==> src/rtl/bft_vc_arb_if.sv <==
// bft_vc_arb_if -- VC-side and link-side signals of the virtual-channel link
// arbiter, grouped into one bundle.
//   master : drives per-VC flits (i_vc_valid/i_vc_data) and credit returns,
//            and observes ready, link flit, credit status.
//   slave  : the arbiter itself.
interface bft_vc_arb_if #(
  parameter int NUM_CHANNELS = 2,
  parameter int DATA_WIDTH   = 32
);
  localparam int VCW = $clog2(NUM_CHANNELS);

  logic [NUM_CHANNELS-1:0]            i_vc_valid;
  logic [NUM_CHANNELS*DATA_WIDTH-1:0] i_vc_data;
  logic [NUM_CHANNELS-1:0]            o_vc_ready;
  logic                               o_link_valid;
  logic [VCW-1:0]                     o_link_vc;
  logic [DATA_WIDTH-1:0]              o_link_data;
  logic [NUM_CHANNELS-1:0]            i_credit_return;
  logic [NUM_CHANNELS-1:0]            o_credit_avail;
  logic                               o_credit_err;

  modport master (
    output i_vc_valid, i_vc_data, i_credit_return,
    input  o_vc_ready, o_link_valid, o_link_vc, o_link_data,
           o_credit_avail, o_credit_err
  );

  modport slave (
    input  i_vc_valid, i_vc_data, i_credit_return,
    output o_vc_ready, o_link_valid, o_link_vc, o_link_data,
           o_credit_avail, o_credit_err
  );
endinterface

==> src/rtl/bft_vc_arb.sv <==
// bft_vc_arb -- arbitrates NUM_CHANNELS virtual channels onto one physical
// link under per-VC credit flow control.
//   i_clk, i_rst   : clock, synchronous active-high reset
//   bus (slave)    : i_vc_valid/i_vc_data per-VC flits, o_vc_ready one-hot
//                    grant (combinational), o_link_* registered link flit,
//                    i_credit_return per-VC return pulses, o_credit_avail
//                    per-VC nonzero credit, o_credit_err sticky overflow.
// Per-VC credit counter lives in bft_vc_credit, one instance per channel.

module bft_vc_credit #(
  parameter int CREDITS = 4
) (
  input  logic i_clk,
  input  logic i_rst,
  input  logic i_grant,
  input  logic i_return,
  output logic o_avail,
  output logic o_overflow
);
  localparam int             CW  = $clog2(CREDITS + 1);
  localparam logic [CW-1:0]  MAX = CW'(CREDITS);
  localparam logic [CW-1:0]  ONE = CW'(1);

  logic [CW-1:0] credit_q, credit_d;

  // Grant and return in the same cycle cancel out. A return at full credit
  // is an overflow: counter saturates, event reported to the sticky flag.
  always_comb begin
    credit_d   = credit_q;
    o_overflow = 1'b0;
    if (i_grant && !i_return)
      credit_d = credit_q - ONE;
    else if (i_return && !i_grant) begin
      if (credit_q == MAX) o_overflow = 1'b1;
      else                 credit_d   = credit_q + ONE;
    end
  end

  always_ff @(posedge i_clk) begin
    if (i_rst) credit_q <= MAX;
    else       credit_q <= credit_d;
  end

  assign o_avail = (credit_q != '0);
endmodule

module bft_vc_arb #(
  parameter int NUM_CHANNELS     = 2,
  parameter int DATA_WIDTH       = 32,
  parameter int CREDITS          = 4,
  parameter int FAIR_CHANNEL_ARB = 0
) (
  input  logic        i_clk,
  input  logic        i_rst,
  bft_vc_arb_if.slave bus
);
  localparam int VCW = $clog2(NUM_CHANNELS);

  logic [NUM_CHANNELS-1:0] avail, ovf, elig, grant_oh;
  logic [VCW-1:0]          ptr_q, ptr_d, gnt_idx, link_vc_q;
  logic [DATA_WIDTH-1:0]   gnt_data, link_data_q;
  logic                    found, grant, link_valid_q, err_q;
  int                      j;

  genvar k;
  generate
    for (k = 0; k < NUM_CHANNELS; k++) begin : g_vc
      bft_vc_credit #(.CREDITS(CREDITS)) u_cred (
        .i_clk     (i_clk),
        .i_rst     (i_rst),
        .i_grant   (grant_oh[k]),
        .i_return  (bus.i_credit_return[k]),
        .o_avail   (avail[k]),
        .o_overflow(ovf[k])
      );
    end
  endgenerate

  // Eligibility uses registered credit only, so a same-cycle return never
  // makes an empty VC eligible.
  assign elig = bus.i_vc_valid & avail;

  always_comb begin
    found   = 1'b0;
    gnt_idx = '0;
    j       = 0;
    if (FAIR_CHANNEL_ARB == 0) begin
      for (int i = 0; i < NUM_CHANNELS; i++)
        if (!found && elig[i]) begin
          found   = 1'b1;
          gnt_idx = VCW'(i);
        end
    end else begin
      // Round-robin: start one past the last winner, wrap around.
      for (int i = 1; i <= NUM_CHANNELS; i++) begin
        j = int'(ptr_q) + i;
        if (j >= NUM_CHANNELS) j = j - NUM_CHANNELS;
        if (!found && elig[j]) begin
          found   = 1'b1;
          gnt_idx = VCW'(j);
        end
      end
    end
    grant    = found && !i_rst;
    grant_oh = '0;
    if (grant) grant_oh[gnt_idx] = 1'b1;
    ptr_d    = grant ? gnt_idx : ptr_q;
    gnt_data = bus.i_vc_data[int'(gnt_idx)*DATA_WIDTH +: DATA_WIDTH];
  end

  always_ff @(posedge i_clk) begin
    if (i_rst) begin
      ptr_q        <= VCW'(NUM_CHANNELS - 1);
      link_valid_q <= 1'b0;
      link_vc_q    <= '0;
      link_data_q  <= '0;
      err_q        <= 1'b0;
    end else begin
      ptr_q        <= ptr_d;
      link_valid_q <= grant;
      if (grant) begin
        link_vc_q   <= gnt_idx;
        link_data_q <= gnt_data;
      end
      if (|ovf) err_q <= 1'b1;
    end
  end

  assign bus.o_vc_ready     = grant_oh;
  assign bus.o_link_valid   = link_valid_q;
  assign bus.o_link_vc      = link_vc_q;
  assign bus.o_link_data    = link_data_q;
  assign bus.o_credit_avail = avail;
  assign bus.o_credit_err   = err_q;
endmodule

==> src/flat_wrapper.sv <==
// flat-port wrapper written by rule: the top's interface ports become plain ports
module bft_vc_arb_flat 
#(
  parameter int NUM_CHANNELS     = 2,
  parameter int DATA_WIDTH       = 32,
  parameter int CREDITS          = 4,
  parameter int FAIR_CHANNEL_ARB = 0
)
  (i_clk, i_rst, bus_i_vc_valid, bus_i_vc_data, bus_i_credit_return, bus_o_vc_ready, bus_o_link_valid, bus_o_link_vc, bus_o_link_data, bus_o_credit_avail, bus_o_credit_err);
  bft_vc_arb_if #(.NUM_CHANNELS(NUM_CHANNELS), .DATA_WIDTH(DATA_WIDTH)) bus_i ();
  input  logic i_clk;
  input  logic i_rst;
  input wire logic [$bits(bus_i.i_vc_valid)-1:0] bus_i_vc_valid;
  input wire logic [$bits(bus_i.i_vc_data)-1:0] bus_i_vc_data;
  input wire logic [$bits(bus_i.i_credit_return)-1:0] bus_i_credit_return;
  output wire logic [$bits(bus_i.o_vc_ready)-1:0] bus_o_vc_ready;
  output wire logic [$bits(bus_i.o_link_valid)-1:0] bus_o_link_valid;
  output wire logic [$bits(bus_i.o_link_vc)-1:0] bus_o_link_vc;
  output wire logic [$bits(bus_i.o_link_data)-1:0] bus_o_link_data;
  output wire logic [$bits(bus_i.o_credit_avail)-1:0] bus_o_credit_avail;
  output wire logic [$bits(bus_i.o_credit_err)-1:0] bus_o_credit_err;
  assign bus_i.i_vc_valid = bus_i_vc_valid;
  assign bus_i.i_vc_data = bus_i_vc_data;
  assign bus_i.i_credit_return = bus_i_credit_return;
  assign bus_o_vc_ready = bus_i.o_vc_ready;
  assign bus_o_link_valid = bus_i.o_link_valid;
  assign bus_o_link_vc = bus_i.o_link_vc;
  assign bus_o_link_data = bus_i.o_link_data;
  assign bus_o_credit_avail = bus_i.o_credit_avail;
  assign bus_o_credit_err = bus_i.o_credit_err;
  bft_vc_arb #(.NUM_CHANNELS(NUM_CHANNELS), .DATA_WIDTH(DATA_WIDTH), .CREDITS(CREDITS), .FAIR_CHANNEL_ARB(FAIR_CHANNEL_ARB)) u_core (.i_clk(i_clk), .i_rst(i_rst), .bus(bus_i));
endmodule
==> config.mk <==
export PLATFORM = sky130hd
export DESIGN_NAME = bft_vc_arb_flat
export DESIGN_NICKNAME = d
export VERILOG_FILES = /design/src/rtl/bft_vc_arb_if.sv /design/src/rtl/bft_vc_arb.sv /design/src/flat_wrapper.sv
export SDC_FILE = /design/constraint.sdc
export NUM_CORES = 1
export LEC_CHECK = 0
export ABC_CLOCK_PERIOD_IN_PS = 4900
export CAP_MARGIN = 0
export CORE_MARGIN = 2
export CORE_UTILIZATION = 43
export CTS_BUF_LIST = sky130_fd_sc_hd__clkbuf_8
export DETAILED_ROUTE_END_ITERATION = 10
export PLACE_DENSITY = 0.92
export SLEW_MARGIN = 15
export SYNTH_ARGS = -nofsm -noshare
export SYNTH_HDL_FRONTEND = slang
export SYNTH_SLANG_ARGS = --single-unit
==> constraint.sdc <==
create_clock -name i_clk -period 4.9 [get_ports i_clk]
set_input_delay 0.98 -clock i_clk [delete_from_list [all_inputs] [get_ports i_clk]]
set_output_delay 0.98 -clock i_clk [all_outputs]
set_load 0.01 [all_outputs]
==> reports/qor.yml, run 1 <==
drt_wl_total_mm: 5.54
numCtsBuffers: 5
grt_pass1_vias: 1977
synthFlopType: "dfxtp_1"
dieWidth_um: 71.8
cts_resized: 0
vias: 2113
drive_gt1_frac: 0.0551
async_flop_share: 0
clock_latency_ns: 0.29
swShare: 0.266
syn_nets: 326
clock_path_buffers: 2
p_leak_nw: 1.16
worst_ep_arrival_time_ns: 2.71
antennaDiodeCount: 0
min-delay-start: "u_core.bus.o_link_data[25]$_SDFFE_PP0N_"
cts_tree: "done"
tns_ns: 0
maxCapViolations: 0
hold_viol_final: 0
postSynthCellCount: 250
cp-start-kind: "primary input"
setup_viol_count_final: 0
yosysUniqueCellTypes: 27
required_ns: 3.92
rsz0062_at_grt: "false"
synth.avg_cell_area_um2: 7.92
nets: 420
utilization: 0.707
final_max_slew_viol_count: 0
synth_seq_cells: 41
initial_core_util: 0.451
num_rows: 24
finalCritPeriodShare: 0.753
core-area_um2: 4380
cp-end-kind: "output port"
max_stage_delay_ns: 0.54
fmax_ghz: 0.271
critical_path.top_delay_family: "buffers and inverters"
overflow: 0
power.total_w: 0.000835
crit_chain: "clkdlybuf4s50_1 -> and2_4 -> or3_4 -> inv_2 -> clkdlybuf4s50_1"
worstMarginPinSlew_ns: 0.638
synth.cell_area_um2: 1980
wl_met3_um: 405
grt_max_degree: 44
yosys_warnings: 0
place_congestion: 0.828
critPathSlowestCell: "clkdlybuf4s50_1"
p_per_area_nw_per_um2: 269
crit_start: "bus_i_vc_valid[0]"
ys_seq_area_frac: 0.415
postCtsSetupRepairBufs: 0
r2r-start: "u_core.g_vc[0].u_cred.credit_q[0]$_SDFFE_PP0P_"
grt_pass1_wl_mm: 8.80
worst_path_most_repeated_cell: "clkdlybuf4s50_1"
pwr-share-comb: 0.260
wl_per_cell_um: 14.0
antenna_found_initial: 0
seqPwrFrac: 0.450
drt-pass1-iter-count: 4
die_area_um2: 5160
p_switching_w: 0.000222
drc: 0
irDropWorstVdd_uv: 186
fp.dieH_um: 71.8
cts.sink_count: 41
dp_hpwl_mm: 3.88
top_layer: "met4"
fin_crit_ns: 3.69
crit_fanout: 35
p_int_w: 0.000613
max_slew_margin: 0.573
worstSetupPathType: "in -> out"
drtIter0Drc: 110
path_clk_slew_ns: 0.08
fin_skew_ns: 0.00414
min_path_type: "reg -> reg"
pwr-share-clk: 0.289
numPortBuffers: 108
status: "complete, no violations"
track_usage: 0.213
ios: 109
clockRootBuffer: "clkbuf_8"
cts_max_level: 2
synth_edf_count: 0
ant_nets: 0
wl_met1_mm: 2.29
critPathBufInv: 3
vias_per_cell: 5.32
hold_buffers: 0
dr_wl_met2_mm: 2.77
fillCellCount: 363
syn_to_final_growth_pct: 56.7
## cells in the final DEF (no fill, tap or decap)
| cell | n |
|---|---|
| clkdlybuf4s50_1 | 108 |
| nor2_1 | 41 |
| dfxtp_1 | 41 |
| a21oi_1 | 38 |
| nand2_1 | 33 |
| a211oi_1 | 32 |
| inv_1 | 9 |
| clkbuf_8 | 7 |
| nor3_1 | 6 |
| ha_1 | 4 |
| or3_4 | 3 |
| o21ai_0 | 3 |
| nand2_2 | 2 |
| nor4b_1 | 2 |
| fa_1 | 2 |
| buf_4 | 2 |
| and2_4 | 1 |
| nand2b_1 | 1 |
| inv_2 | 1 |
| and2_2 | 1 |
| or2_2 | 1 |
| and2_1 | 1 |
| nand3b_1 | 1 |
| a221oi_1 | 1 |
| a21o_1 | 1 |
| nor2b_1 | 1 |
| a211o_1 | 1 |
| clkinv_2 | 1 |
## metrics by stage
stage                     worst slack (ns)  cells  instance area, um2  hold WS, ns
after CTS                             1.21    397                3100        0.461
after global placement                1.25    389                3000        0.444
after detailed placement              1.22    389                3000        0.448
after floorplan                       2.17    250                1980        0.476
final                                 1.21    397                3100        0.461
after global routing                  1.14    397                3100        0.475
## Yosys cell counts, drive strengths merged (2+ instances only)
master / count / area [um2]
a211oi: 32 / 240
a21oi: 38 / 190
and2: 3 / 21.3
buf: 18 / 125
clkbuf: 5 / 18.8
dfxtp: 41 / 821
fa: 2 / 40.0
ha: 4 / 50.1
inv: 10 / 37.5
nand2: 35 / 134
nor2: 41 / 154
nor3: 6 / 30.0
nor4b: 2 / 17.5
o21ai: 3 / 15.0
or3: 3 / 33.8
## final timing paths
check	cells after the start	slack, ns	endpoint
worst max-delay path	5	1.21	bus_o_vc_ready[1]
worst min-delay path	2	0.46	u_core.bus.o_link_data[25]$_SDFFE_PP0N_
worst min register to register	2	0.46	u_core.bus.o_link_data[25]$_SDFFE_PP0N_
worst max register to register	11	2.18	u_core.g_vc[1].u_cred.credit_q[2]$_SDFFE_PP1P_
## power by group through the flow
stage	Clock (W)	Combinational [W]	Sequential [W]
floorplan	0	0.0000876	0.000394
global placement	0	0.000213	0.000382
detailed placement	0	0.000218	0.000383
CTS	0.000246	0.000220	0.000376
global route	0.000257	0.000236	0.000379
finish	0.000242	0.000217	0.000376
## worst reg2reg max path, delay by kind of cell, from the launching register on
kind / cells / cell delay [ns]
and+or+nand+nor: 5 / 1.32
adders and majority gates: 2 / 0.56
DFF: 1 / 0.36
AOI/OAI and AO/OA: 2 / 0.22
buffers and inverters: 2 / 0.14
## cell families after synthesis
| logic type | after synthesis | synth area share |
|---|---|---|
| and+or+nand+nor | 94 | 0.211 |
| AOI/OAI and AO/OA | 76 | 0.238 |
| DFF | 41 | 0.415 |
| buffers and inverters | 33 | 0.0917 |
| adders and majority gates | 6 | 0.0455 |
## metal layers
| layer | global-route usage | up-vias |
|---|---|---|
| met1 | 0.254 | 985 |
| met5 | 0 | - |
| met2 | 0.384 | 83 |
| li1 | - | 1036 |
| met4 | 0.0713 | 0 |
| met3 | 0.0394 | 9 |
## sequential cells by signal, indices dropped and copies added (netlist names)
register / flops
u_core.bus.o_link_vc: 1
u_core.bus.o_link_data: 32
u_core.g_vc.u_cred.credit_q: 6
u_core.bus.o_link_valid: 1
u_core.bus.o_credit_err: 1
## layout make-up
class	count	area, um2	area share
clock inverter	1	5.00	0.00161
tap	52	65.1	0.0210
timing repair buffer	110	1100	0.353
inverter	10	37.5	0.0121
sequential	41	821	0.265
clock buffer	7	96.3	0.0311
multi-input combinational	176	981	0.316
Power figures use the tool's default switching activity.
==> run 2: changes to the inputs <==
--- a/config.mk
+++ b/config.mk
@@ -5,13 +5,13 @@
 export SDC_FILE = /design/constraint.sdc
 export NUM_CORES = 1
 export LEC_CHECK = 0
-export ABC_CLOCK_PERIOD_IN_PS = 4900
+export ABC_CLOCK_PERIOD_IN_PS = 3600
 export CAP_MARGIN = 0
 export CORE_MARGIN = 2
-export CORE_UTILIZATION = 43
+export CORE_UTILIZATION = 40
 export CTS_BUF_LIST = sky130_fd_sc_hd__clkbuf_8
 export DETAILED_ROUTE_END_ITERATION = 10
-export PLACE_DENSITY = 0.92
+export PLACE_DENSITY = 0.87
 export SLEW_MARGIN = 15
 export SYNTH_ARGS = -nofsm -noshare
 export SYNTH_HDL_FRONTEND = slang
==> constraint.sdc (replaced) <==
create_clock -name i_clk -period 3.6 [get_ports i_clk]
set_input_delay 0.72 -clock i_clk [delete_from_list [all_inputs] [get_ports i_clk]]
set_output_delay 0.72 -clock i_clk [all_outputs]
set_load 0.01 [all_outputs]
==> reports/qor.yml, run 2 (synthesis gave the netlist of run 1 again) <==
syn_to_final_growth_pct: 59.1  # was 56.7%
numPortBuffers: 108  # unchanged
drive_gt1_frac: 0.0546  # was 0.0551
placedCellCount: 407  # was 389
worstSetupPathType: "in -> out"  # unchanged
tns_ns: 0  # unchanged
antenna_found_initial: 0  # unchanged
largest_reg_flops: 32  # unchanged
wl_per_cell_um: 13.6  # was 14.0 um
critical_path.top_delay_family: "buffers and inverters"  # unchanged
p_switching_w: 0.000308  # was 0.000222 W
p_int_w: 0.000868  # was 0.000613 W
final_area_um2: 3150  # was 3100 um2
critPathSlowestCell: "clkdlybuf4s50_1"  # unchanged
antennaDiodeCount: 0  # unchanged
grt_max_degree: 36  # was 44
p_leak_nw: 1.18  # was 1.16 nW
min_path_type: "reg -> reg"  # unchanged
status: "complete, no violations"  # unchanged
worstMarginPinSlew_ns: 0.614  # was 0.638 ns
ios: 109  # unchanged
clock_latency_ns: 0.29  # about the same
place_congestion: 0.780  # was 0.828
final_max_slew_viol_count: 0  # unchanged
setup_viol_count_final: 0  # unchanged
track_usage: 0.209  # was 0.213
maxCapViolations: 0  # unchanged
irDropWorstVdd_uv: 299  # was 186 uV
grt_pass1_wl_mm: 9.09  # was 8.80 mm
dp_hpwl_mm: 3.98  # was 3.88 mm
cp-start-kind: "primary input"  # unchanged
critPathBufInv: 3  # unchanged
path_clk_slew_ns: 0.07  # was 0.08 ns
final_common_cell: "clkdlybuf4s50_1"  # unchanged
fmax_ghz: 0.320
crit_chain: "clkdlybuf4s50_1 -> and2_4 -> or3_4 -> inv_2 -> clkdlybuf4s50_1"  # unchanged
cp-end-kind: "output port"  # unchanged
cts_tree: "done"  # unchanged
vias_per_cell: 5.06  # was 5.32
most-common-layout-cells: "clkdlybuf4s50_1 (108), nor2_1 (41), dfxtp_1 (41)"  # unchanged
required_ns: 2.88  # was 3.92 ns
fillCellCount: 424  # was 363
cts.sink_count: 41  # unchanged
numCtsBuffers: 5  # unchanged
nets: 423  # was 420
cts_resized: 0  # unchanged
worst_ep_arrival_time_ns: 2.41  # was 2.71 ns
pwr-share-clk: 0.312  # was 0.289
die_area_um2: 5530  # was 5160 um2
drt-pass1-iter-count: 4  # unchanged
cts_max_level: 2  # unchanged
initial_core_util: 0.416  # was 0.451
finalCritPeriodShare: 0.868
swShare: 0.262  # was 0.266
pwr-share-comb: 0.253  # was 0.260
place_area_um2: 3040  # was 3000 um2
stdcell_count: 415  # was 397
drtIter0Drc: 123  # was 110
drt_wl_total_mm: 5.65  # was 5.54 mm
clockRootBuffer: "clkbuf_8"  # unchanged
worst_path_most_repeated_cell: "clkdlybuf4s50_1"  # unchanged
fin_crit_ns: 3.13
p_per_area_nw_per_um2: 373  # was 269 nW/um2
crit_fanout: 35  # unchanged
rsz0062_at_grt: "false"  # unchanged
postCtsSetupRepairBufs: 0  # unchanged
num_rows: 25  # was 24
fp.dieH_um: 74.3  # was 71.8 um
dieWidth_um: 74.3  # was 71.8 um
grt_pass1_vias: 2065  # was 1977
drc: 0  # unchanged
max_stage_delay_ns: 0.53  # was 0.54 ns
ant_nets: 0  # unchanged
fin_skew_ns: 0.00813  # was 0.00414 ns
seqPwrFrac: 0.436  # was 0.450
clock_path_buffers: 2  # unchanged
hold_buffers: 0  # unchanged
max_slew_margin: 0.585  # was 0.573
core-area_um2: 4750  # was 4380 um2
utilization: 0.662  # was 0.707
vias: 2098  # was 2113
hold_viol_final: 0  # unchanged
overflow: 0  # unchanged
## run 2: worst paths after layout
check,startpoint,end,slack [ns],cells past startpoint
max,bus_i_vc_valid[0],bus_o_vc_ready[1],0.47,5
min,u_core.bus.o_link_data[30]$_SDFFE_PP0N_,u_core.bus.o_link_data[30]$_SDFFE_PP0N_,0.46,2
max reg2reg,u_core.g_vc[0].u_cred.credit_q[0]$_SDFFE_PP0P_,u_core.g_vc[1].u_cred.credit_q[2]$_SDFFE_PP1P_,0.87,11
min reg2reg,u_core.bus.o_link_data[30]$_SDFFE_PP0N_,u_core.bus.o_link_data[30]$_SDFFE_PP0N_,0.46,2
## run 2: through the flow
step / total power [W] / hold WS, ns / setup WS (ns)
after floorplan: 0.000656 / 0.476 / 1.11
after global placement: 0.000814 / 0.445 / 0.435
after detailed placement: 0.000821 / 0.451 / 0.328
after CTS: 0.00119 / 0.463 / 0.469
after global routing: 0.00123 / 0.478 / 0.396
final: 0.00118 / 0.461 / 0.475
## run 2: power by group through the flow
stage | sequential [W] | combinational, W | clock [W]
after global placement | 0.000521 | 0.000293 | 0
after CTS | 0.000512 | 0.000300 | 0.000378
after floorplan | 0.000536 | 0.000119 | 0
final | 0.000512 | 0.000297 | 0.000366
after detailed placement | 0.000522 | 0.000298 | 0
after global routing | 0.000517 | 0.000325 | 0.000389
## run 2: layout make-up
class,count,area (um2),share of cell area
repair buffers,113,1120,0.355
well taps,67,83.8,0.0266
clock buffers,5,68.8,0.0219
clock inverters,3,42.5,0.0135
inverters,10,37.5,0.0119
flip-flops and latches,41,821,0.261
multi-input cells,176,977,0.310
## run 2: worst min-delay path, delay by kind of cell (launching register included)
| kind | cells | cell delay, ns |
|---|---|---|
| compound gates | 1 | 0.05 |
| flops | 1 | 0.31 |
| simple gates | 1 | 0.05 |
## run 2: metal layers
metal	up-vias	track usage	part of all wire
met4	0	0.0794	0.022
met3	12	0.0664	0.091
met2	86	0.354	0.47
met1	957	0.248	0.42
li1	1043	-	-
met5	-	0	0
==> run 3: changes to the inputs <==
--- a/config.mk
+++ b/config.mk
@@ -12,6 +12,7 @@
 export CTS_BUF_LIST = sky130_fd_sc_hd__clkbuf_8
 export DETAILED_ROUTE_END_ITERATION = 10
 export PLACE_DENSITY = 0.87
+export REMOVE_ABC_BUFFERS = 1
 export SLEW_MARGIN = 15
 export SYNTH_ARGS = -nofsm -noshare
 export SYNTH_HDL_FRONTEND = slang
==> reports/qor.yml, run 3 (synthesis gave the netlist of run 1 again) <==
p_int_w: 0.000812  # was 0.000868 W
fillCellCount: 429  # was 424
cp-end-kind: "output port"  # unchanged
initial_core_util: 0.416  # unchanged
place_congestion: 0.773  # was 0.780
cts_tree: "done"  # unchanged
max_slew_margin: 0.616  # was 0.585
grt_pass1_vias: 2025  # was 2065
nets: 423  # unchanged
critPathSlowestCell: "clkdlybuf4s50_1"  # unchanged
cp-start-kind: "primary input"  # unchanged
final_common_cell: "clkdlybuf4s50_1"  # unchanged
drt-pass1-iter-count: 4  # unchanged
worst_ep_arrival_time_ns: 2.43  # was 2.41 ns
crit_fanout: 35  # unchanged
setup_viol_count_final: 0  # unchanged
numPortBuffers: 108  # unchanged
holdWs_ns: 0.458  # was 0.461 ns
hold_viol_final: 0  # unchanged
power.total_w: 0.00111  # was 0.00118 W
num_rows: 25  # unchanged
most-common-layout-cells: "clkdlybuf4s50_1 (108), nor2_1 (41), dfxtp_1 (41)"  # unchanged
fmax_ghz: 0.317  # was 0.320 GHz
placedCellCount: 407  # unchanged
postCtsSetupRepairBufs: 0  # unchanged
dp_hpwl_mm: 4.08  # was 3.98 mm
place_area_um2: 3040  # unchanged
drt_wl_total_mm: 5.76  # was 5.65 mm
pwr-share-comb: 0.270  # was 0.253
die_area_um2: 5530  # unchanged
required_ns: 2.88  # about the same
cts_resized: 0  # unchanged
grt_max_degree: 36  # unchanged
track_usage: 0.210  # was 0.209
ant_nets: 0  # unchanged
wl_per_cell_um: 13.9  # was 13.6 um
antennaDiodeCount: 0  # unchanged
maxCapViolations: 0  # unchanged
fin_crit_ns: 3.15  # was 3.13 ns
min_path_type: "reg -> reg"  # unchanged
cts_max_level: 2  # unchanged
swShare: 0.267  # was 0.262
seqPwrFrac: 0.462  # was 0.436
pwr-share-clk: 0.268  # was 0.312
p_per_area_nw_per_um2: 354  # was 373 nW/um2
tns_ns: 0  # unchanged
vias_per_cell: 5.04  # was 5.06
largest_reg_flops: 32  # unchanged
critical_path.top_delay_family: "buffers and inverters"  # unchanged
irDropWorstVdd_uv: 180  # was 299 uV
crit_chain: "clkdlybuf4s50_1 -> and2_4 -> or3_4 -> inv_2 -> clkdlybuf4s50_1"  # unchanged
fp.dieH_um: 74.3  # unchanged
p_switching_w: 0.000295  # was 0.000308 W
syn_to_final_growth_pct: 57.8  # was 59.1%
cts.sink_count: 41  # unchanged
ios: 109  # unchanged
status: "complete, no violations"  # unchanged
clock_latency_ns: 0.28  # was 0.29 ns
stdcell_count: 414  # was 415
dieWidth_um: 74.3  # unchanged
rsz0062_at_grt: "false"  # unchanged
max_stage_delay_ns: 0.54  # was 0.53 ns
clock_path_buffers: 2  # unchanged
fin_skew_ns: 0.00257  # was 0.00813 ns
drc: 0  # unchanged
overflow: 0  # unchanged
worst_path_most_repeated_cell: "clkdlybuf4s50_1"  # unchanged
antenna_found_initial: 0  # unchanged
grt_pass1_wl_mm: 9.08  # was 9.09 mm
critPathBufInv: 3  # unchanged
numCtsBuffers: 5  # unchanged
vias: 2085  # was 2098
worstMarginPinSlew_ns: 0.567  # was 0.614 ns
worstSetupPathType: "in -> out"  # unchanged
drive_gt1_frac: 0.0519  # was 0.0546
p_leak_nw: 1.17  # was 1.18 nW
final_max_slew_viol_count: 0  # unchanged
clockRootBuffer: "clkbuf_8"  # unchanged
hold_buffers: 0  # unchanged
final_area_um2: 3120  # was 3150 um2
core-area_um2: 4750  # unchanged
path_clk_slew_ns: 0.07  # about the same
drtIter0Drc: 107  # was 123
finalCritPeriodShare: 0.876  # was 0.868
==> run 3: changes by cell type in the layout (fill, tap and decap cells not counted), sizes merged <==
cell and delta:
clkbuf +1, clkinv -1, bufinv -1
==> run 3: cell type report <==
type / instances / area, um2 / share of cell area
clock buffer: 6 / 82.6 / 0.0264
clock inverter: 1 / 3.75 / 0.00120
inverter: 10 / 37.5 / 0.0120
multi-input combinational: 176 / 977 / 0.313
sequential: 41 / 821 / 0.263
tap: 67 / 83.8 / 0.0268
timing repair buffer: 113 / 1120 / 0.358
==> run 3: worst register-to-register path, cell delays in order, from the launching register on <==
cell and delay (ns):
dfxtp_1 0.36, or3_4 0.40, and2_4 0.29, or3_4 0.42, inv_2 0.06, ha_1 0.20, inv_1 0.07, fa_1 0.38
nor2_1 0.13, a21oi_1 0.08, o21ai_0 0.15, nand3b_1 0.09
==> run 3: power by group through the flow <==
stage	Clock [W]	Sequential (W)	Combinational, W
global placement	0	0.000520	0.000294
detailed placement	0	0.000522	0.000299
CTS	0.000308	0.000511	0.000301
floorplan	0	0.000536	0.0000975
finish	0.000297	0.000512	0.000298
global route	0.000328	0.000516	0.000325
==> run 3: metal layers <==
metal  vias up  wire length, um  global-route usage
li1       1038                -                   -
met1       966             2390               0.253
met2        79             2860               0.369
met3         2              487              0.0705
met4         0               21              0.0437
met5         -                0                   0
==> run 3: worst paths after layout <==
path	start	end	slack [ns]	cells past startpoint
worst min-delay path	u_core.bus.o_link_data[16]$_SDFFE_PP0N_	u_core.bus.o_link_data[16]$_SDFFE_PP0N_	0.46	2
worst max-delay path	bus_i_vc_valid[0]	bus_o_vc_ready[1]	0.45	5
worst min register to register	u_core.bus.o_link_data[16]$_SDFFE_PP0N_	u_core.bus.o_link_data[16]$_SDFFE_PP0N_	0.46	2
worst max register to register	u_core.g_vc[0].u_cred.credit_q[0]$_SDFFE_PP0P_	u_core.g_vc[1].u_cred.credit_q[2]$_SDFFE_PP1P_	0.86	11
==> run 3: through the flow <==
step,setup WS [ns],utilization
5_1_grt,0.382,0.657
3_5_place_dp,0.297,0.639
6_report,0.446,0.657
4_1_cts,0.435,0.657
2_1_floorplan,1.01,-
3_3_place_gp,0.417,0.639
